### src/rtl/ulpcluster_iso_pkg.sv
// Shared types and helpers for the cluster async-port
// drain-and-isolate controller.
package ulpcluster_iso_pkg;

   localparam int ISO_STATE_W = 3;
   localparam int TOKEN_W_MAX = 32;

   typedef enum logic [ISO_STATE_W-1:0] {
      RUN     = 3'd0,
      DRAIN   = 3'd1,
      ISO     = 3'd2,
      RELEASE = 3'd3
   } iso_state_e;

   // Tokens are one-hot rings, so empty is plain equality.
   function automatic logic onehot_eq(
      input logic [TOKEN_W_MAX-1:0] a,
      input logic [TOKEN_W_MAX-1:0] b
   );
      return (a == b);
   endfunction

endpackage

### src/rtl/ulpcluster_token_sync.sv
// Generic WIDTH x STAGES flop synchroniser,
// asynchronous active-high reset to zero.
module ulpcluster_token_sync #(
   parameter int WIDTH  = 8,
   parameter int STAGES = 2
) (
   input  logic             clk_i,
   input  logic             rst_i,
   input  logic [WIDTH-1:0] d_i,
   output logic [WIDTH-1:0] q_o
);

   logic [WIDTH-1:0] stage_q [STAGES];
   logic [WIDTH-1:0] stage_d [STAGES];

   always_comb begin
      stage_d[0] = d_i;
      for (int i = 1; i < STAGES; i++) begin
         stage_d[i] = stage_q[i-1];
      end
   end

   always_ff @(posedge clk_i or posedge rst_i) begin
      if (rst_i) begin
         for (int i = 0; i < STAGES; i++) begin
            stage_q[i] <= '0;
         end
      end else begin
         stage_q <= stage_d;
      end
   end

   assign q_o = stage_q[STAGES-1];

endmodule

### src/rtl/ulpcluster_axi_async_iso_ctrl.sv
// Drain-and-isolate controller for cluster async token/pointer ports.
// Optional forced isolation on drain timeout: ISO_DRAIN_TIMEOUT_EN.
module ulpcluster_axi_async_iso_ctrl
   import ulpcluster_iso_pkg::*;
#(
   parameter int NUM_CH         = 5,
   parameter int BUFFER_WIDTH   = 8,
   parameter int SYNC_STAGES    = 2,
   parameter int STABLE_CYCLES  = 4,
   parameter int RELEASE_CYCLES = 16,
   parameter int DRAIN_TIMEOUT  = 1024,
   parameter int RESET_ISOLATED = 1
) (
   input  logic                           clk_i,
   input  logic                           rst_i,
   input  logic                           iso_req_i,
   input  logic [NUM_CH*BUFFER_WIDTH-1:0] wr_token_i,
   input  logic [NUM_CH*BUFFER_WIDTH-1:0] rd_ptr_i,
   output logic                           stall_o,
   output logic                           iso_en_o,
   output logic                           iso_ack_o,
   output logic [NUM_CH-1:0]              ch_empty_o,
   output logic [ISO_STATE_W-1:0]         state_o,
   output logic                           timeout_o
);

   localparam int BW  = BUFFER_WIDTH;
   localparam int TW  = NUM_CH * BW;
   localparam int SCW = $clog2(STABLE_CYCLES + 1);
   localparam int RCW = $clog2(RELEASE_CYCLES + 1);
   localparam logic RST_CLAMP = (RESET_ISOLATED != 0);
   localparam iso_state_e RST_STATE =
      (RESET_ISOLATED != 0) ? ISO : RUN;

   if (SYNC_STAGES < 2) begin : g_chk_sync
      $error("SYNC_STAGES must be >= 2");
   end
   if (STABLE_CYCLES < 1 || RELEASE_CYCLES < 1) begin : g_chk_cnt
      $error("STABLE_CYCLES and RELEASE_CYCLES must be >= 1");
   end
   if (DRAIN_TIMEOUT < 1 || BW > TOKEN_W_MAX) begin : g_chk_misc
      $error("bad DRAIN_TIMEOUT or BUFFER_WIDTH");
   end

   logic [2*TW-1:0] tok_sync;
   logic [TW-1:0]   wr_sync;
   logic [TW-1:0]   rd_sync;

   ulpcluster_token_sync #(
      .WIDTH  (2 * TW),
      .STAGES (SYNC_STAGES)
   ) u_sync (
      .clk_i (clk_i),
      .rst_i (rst_i),
      .d_i   ({rd_ptr_i, wr_token_i}),
      .q_o   (tok_sync)
   );

   assign {rd_sync, wr_sync} = tok_sync;

   iso_state_e       state_q, state_d;
   logic             stall_q, stall_d;
   logic             iso_en_q, iso_en_d;
   logic             ack_q, ack_d;
   logic [NUM_CH-1:0] ch_empty_q, ch_empty_d;
   logic [SCW-1:0]   stable_cnt_q, stable_cnt_d;
   logic [RCW-1:0]   rel_cnt_q, rel_cnt_d;
   logic             all_empty;
   logic             stable_done;
   logic             drain_expired;

   always_comb begin
      ch_empty_d = '0;
      for (int c = 0; c < NUM_CH; c++) begin
         ch_empty_d[c] = onehot_eq(
            TOKEN_W_MAX'(wr_sync[c*BW +: BW]),
            TOKEN_W_MAX'(rd_sync[c*BW +: BW]));
      end
   end

   assign all_empty   = &ch_empty_q;
   assign stable_done = (stable_cnt_q == SCW'(STABLE_CYCLES));

`ifdef ISO_DRAIN_TIMEOUT_EN
   localparam int DCW = $clog2(DRAIN_TIMEOUT + 1);

   logic [DCW-1:0] drain_cnt_q, drain_cnt_d;
   logic           timeout_q, timeout_d;
   logic           force_iso;

   assign drain_expired =
      (drain_cnt_q == DCW'(DRAIN_TIMEOUT - 1));
   // Timeout only counts when the normal exits did not fire.
   assign force_iso = (state_q == DRAIN) && iso_req_i &&
                      !stable_done && drain_expired;

   always_comb begin
      drain_cnt_d = '0;
      timeout_d   = timeout_q;
      if (state_q == DRAIN && !drain_expired) begin
         drain_cnt_d = drain_cnt_q + DCW'(1);
      end
      if (state_d == RUN) begin
         timeout_d = 1'b0;
      end else if (force_iso) begin
         timeout_d = 1'b1;
      end
   end

   always_ff @(posedge clk_i or posedge rst_i) begin
      if (rst_i) begin
         drain_cnt_q <= '0;
         timeout_q   <= 1'b0;
      end else begin
         drain_cnt_q <= drain_cnt_d;
         timeout_q   <= timeout_d;
      end
   end

   assign timeout_o = timeout_q;
`else
   assign drain_expired = 1'b0;
   assign timeout_o     = 1'b0;
`endif

   always_comb begin
      state_d      = state_q;
      rel_cnt_d    = rel_cnt_q;
      stable_cnt_d = stable_cnt_q;
      if (state_q == RUN || !all_empty) begin
         stable_cnt_d = '0;
      end else if (!stable_done) begin
         stable_cnt_d = stable_cnt_q + SCW'(1);
      end
      case (state_q)
         RUN: begin
            if (iso_req_i) state_d = DRAIN;
         end
         DRAIN: begin
            // Abort has priority over a completing drain.
            if (!iso_req_i)         state_d = RUN;
            else if (stable_done)   state_d = ISO;
            else if (drain_expired) state_d = ISO;
         end
         ISO: begin
            if (!iso_req_i) begin
               state_d   = RELEASE;
               rel_cnt_d = RCW'(RELEASE_CYCLES - 1);
            end
         end
         RELEASE: begin
            if (iso_req_i) begin
               state_d = DRAIN;
            end else if (rel_cnt_q == '0) begin
               state_d = RUN;
            end else begin
               rel_cnt_d = rel_cnt_q - RCW'(1);
            end
         end
         default: state_d = RST_STATE;
      endcase
      stall_d  = (state_d != RUN);
      iso_en_d = (state_d == ISO);
      ack_d    = (state_d == ISO);
   end

   always_ff @(posedge clk_i or posedge rst_i) begin
      if (rst_i) begin
         state_q      <= RST_STATE;
         stall_q      <= RST_CLAMP;
         iso_en_q     <= RST_CLAMP;
         ack_q        <= RST_CLAMP;
         ch_empty_q   <= '1;
         stable_cnt_q <= '0;
         rel_cnt_q    <= '0;
      end else begin
         state_q      <= state_d;
         stall_q      <= stall_d;
         iso_en_q     <= iso_en_d;
         ack_q        <= ack_d;
         ch_empty_q   <= ch_empty_d;
         stable_cnt_q <= stable_cnt_d;
         rel_cnt_q    <= rel_cnt_d;
      end
   end

   assign stall_o    = stall_q;
   assign iso_en_o   = iso_en_q;
   assign iso_ack_o  = ack_q;
   assign ch_empty_o = ch_empty_q;
   assign state_o    = state_q;

endmodule

### config.mk
export PLATFORM = sky130hd
export DESIGN_NAME = ulpcluster_axi_async_iso_ctrl
export DESIGN_NICKNAME = d
export VERILOG_FILES = /design/src/rtl/ulpcluster_iso_pkg.sv /design/src/rtl/ulpcluster_token_sync.sv /design/src/rtl/ulpcluster_axi_async_iso_ctrl.sv
export SDC_FILE = /design/constraint.sdc
export NUM_CORES = 1
export LEC_CHECK = 0
export BUFFER_PORTS_ARGS = -buffer_cell sky130_fd_sc_hd__buf_4
export CAP_MARGIN = 10
export CORE_ASPECT_RATIO = 2
export CORE_UTILIZATION = 50
export CTS_CLUSTER_DIAMETER = 40
export CTS_CLUSTER_SIZE = 8
export DETAILED_ROUTE_END_ITERATION = 10
export HOLD_SLACK_MARGIN = 0.15
export PLACE_DENSITY = 0.82
export SLEW_MARGIN = 20
export SYNTH_ARGS = -nofsm -noshare
export SYNTH_HDL_FRONTEND = slang
export SYNTH_SLANG_ARGS = --single-unit
### constraint.sdc
create_clock -name clk_i -period 14.67 [get_ports clk_i]
set_input_delay 0.7335 -clock clk_i [delete_from_list [all_inputs] [get_ports clk_i]]
set_output_delay 0.7335 -clock clk_i [all_outputs]
set_load 0.02 [all_outputs]
==> qor.yml <==
yosys:
  synthArstFlopShare: 1.00
  synth-seq-area-share: 0.842
  syn_inst: 296
  synth_area_leaders: "dfrtp_1 (80%), xnor2_1 (6.8%), dfstp_2 (4.0%), nand4_1 (1.2%), ha_1 (0.94%)"
  synth_most_common_cell: "dfrtp_1"
  synthDominantCellAreaShare: 0.802
  avgSynthCellArea_um2: 17.9
  synth_top_cell_by_area: "dfrtp_1"
  ys_warn_count: 0
  ys_types: 31
  syn_area_um2: 5300
  ys.flop_type: "dfrtp_1"
  ys_top_cells_by_count: "dfrtp_1 (170), xnor2_1 (41), nand4_1 (10), nor2_1 (10), dfstp_2 (8)"
  ys_ff_latch: 178
  synth_edf_count: 0
placement:
  dp_hpwl_um: 5070
  io_buffers: 93
  gp_congestion: 0.745
  placed_cells: 523
  placedInstanceArea_um2: 6170
grt:
  grt_first_pass_wirelength_um: 12400
  grt_max_degree: 91
  overflow: 0
  grt.total_usage: 0.161
  antenna_found_initial: 0
  first_global_vias: 2707
worst_hold_path:
  hold_start: "u_sync.stage_d[77]"
  min_to: "u_sync.q_o[77]"
  hold_path_class: "reg -> reg"
  min_path_cells: 0
cts:
  clockBufferDepth: 2
  htreeDepth: 4
  insertion_delay_ns: 0.41
  root_buffer: "clkbuf_16"
  cts_tree: "built"
  ctsHoldBuffers: 0
  cts_resized: 0
  post-cts-setup-buffers: 0
  cts_buffers: 17
  path_clk_slew_ns: 0.06
  clock_sinks: 178
timing:
  final_max_slew_viol_count: 0
  fmax_ghz: 0.523
  timing.hold.ws_ns: 0.340
  grt_setup_unrepaired: "no"
  final.setup_skew_ns: 0.00963
  hold_viol: 0
  tns_ns: 0
  period_minus_slack_ns: 1.91
  setup-violations-final: 0
  tightest_slew_ns: 0.734
  slew_headroom: 0.505
  post-route-period-util: 0.130
final_layout:
  final_cell_count_no_fill: 555
  layout-drive-gt1-share: 0.326
  area_growth_pct: 27.4
  diodes: 0
  fin_area_um2: 6750
  utilization: 0.661
  fill_cells: 724
  num-nets-final: 494
worst_setup_path:
  r2r_start: "rel_cnt_q[0]"
  slowest_stage: "dfstp_2"
  critPathLaunchType: "flip-flop"
  cp_num_cells: 1
  reg2reg_setup_slack_ns: 13.00
  worstPathArrival_ns: 1.18
  r2r-end: "rel_cnt_q[1]"
  endpoint_kind: "output port"
  cp_max_fo: 9
  slowest_delay_ns: 0.61
  cpLargestDelayFamily: "flip-flops"
  required_ns: 13.94
  critPathKind: "reg -> out"
  critical_path_buf_inv_count: 1
  reg2reg_depth: 5
  path_cells: "buf_4"
pwr:
  ir_drop_uv: 116
  cellPowerDensity_nw_per_um2: 148
  p_comb_frac: 0.050
  swShare: 0.209
  switchingPower_mw: 0.209
  seqPwrFrac: 0.529
  p_clk_frac: 0.421
  internal-power_mw: 0.789
  p_leak_nw: 3.04
die:
  die_w_um: 74.8
  chipHeight_um: 148
  core_um2: 10200
  row_count: 52
  pin_count: 95
  start_util: 0.519
  die_area_um2: 11000
route:
  vias: 2516
  viasPerCell: 4.53
  remaining_drc_errors: 0
  first_pass_iters: 4
  drtAntennaViolNets: 0
  wl_per_cell_um: 13.5
  drt_wl_total_um: 7490
  dr.first_iter.drc_count: 96
run_status:
  status: "complete, no violations"
run:
  drv_cap: 0
-- cells by family (layout without fill, tap and decap cells) --
group / count (synthesis) / after routing / synth area share
buffers and inverters: 10 / 133 / 0.00850
adder cells (fa/ha/maj): 4 / 4 / 0.00944
flip-flops: 178 / 178 / 0.842
XOR/XNOR: 41 / 41 / 0.0677
other: 1 / 2 / 0.000707
AND/OR/NAND/NOR: 45 / 45 / 0.0498
AO/OA/AOI/OAI: 17 / 17 / 0.0217
-- worst max-delay path by stage --
stage | from | end | slack [ns]
floorplan | rst_i | rel_cnt_q[0] | 9.12
global placement | rst_i | u_sync.q_o[47] | 12.27
detailed placement | rst_i | u_sync.stage_d[46] | 12.19
CTS | rst_i | u_sync.q_o[50] | 12.61
global route | state_o[1] | state_o[1] | 12.71
finish | state_o[1] | state_o[1] | 12.76
-- final cells by class --
class	instances	area, um^2	share of cell area
Tap cell	135	169	0.0250
Inverter	7	31.3	0.00463
Timing Repair Buffer	94	709	0.105
Multi-Input combinational cell	109	796	0.118
Sequential cell	178	4460	0.661
Clock buffer	20	457	0.0676
Clock inverter	12	125	0.0185
-- through the flow --
stage	worst slack, ns	power, mW
5_1_grt	12.71	1.04
4_1_cts	12.61	1.01
2_1_floorplan	9.12	0.560
3_5_place_dp	12.19	0.587
3_3_place_gp	12.27	0.584
6_report	12.76	0.998
-- metal layers --
| metal | track usage | share of wire | vias up |
|---|---|---|---|
| li1 | - | - | 1186 |
| met1 | 0.173 | 0.34 | 1249 |
| met2 | 0.268 | 0.59 | 67 |
| met3 | 0.0539 | 0.033 | 14 |
| met4 | 0.0925 | 0.033 | 0 |
| met5 | 0 | 0 | - |
-- registers in the layout, summed over array words and instances (netlist names) --
name,cells
state_o,3
iso_ack_o,1
ch_empty_o,5
stall_o,1
u_sync.stage_d,80
u_sync.q_o,80
rel_cnt_q,5
stable_cnt_q,3
-- cell usage in the layout (no fill, tap or decap), types with 2 or more instances in the layout --
master and instances:
buf_4 93, nor2_1 10, clkbuf_16 17, clkbuf_8 2, o21ai_0 4, a22o_1 2
or3_1 2, xnor2_1 41, dfrtp_1 170, nand2_1 7, nand2b_1 4, nand4_1 10
ha_1 4, clkinv_4 6, dfstp_2 8, clkinvlp_4 3, inv_6 2, conb_1 2
a21oi_1 2, a31oi_1 2, o22ai_1 3, inv_1 6, nor3_1 4
-- power groups by stage --
stage,clock network [mW],logic (mW),registers [mW]
3_5_place_dp,0,0.0505,0.537
6_report,0.421,0.0495,0.528
4_1_cts,0.432,0.0507,0.528
2_1_floorplan,0,0.0256,0.535
3_3_place_gp,0,0.0485,0.535
5_1_grt,0.456,0.0555,0.530
Power figures use the tool's default switching activity.
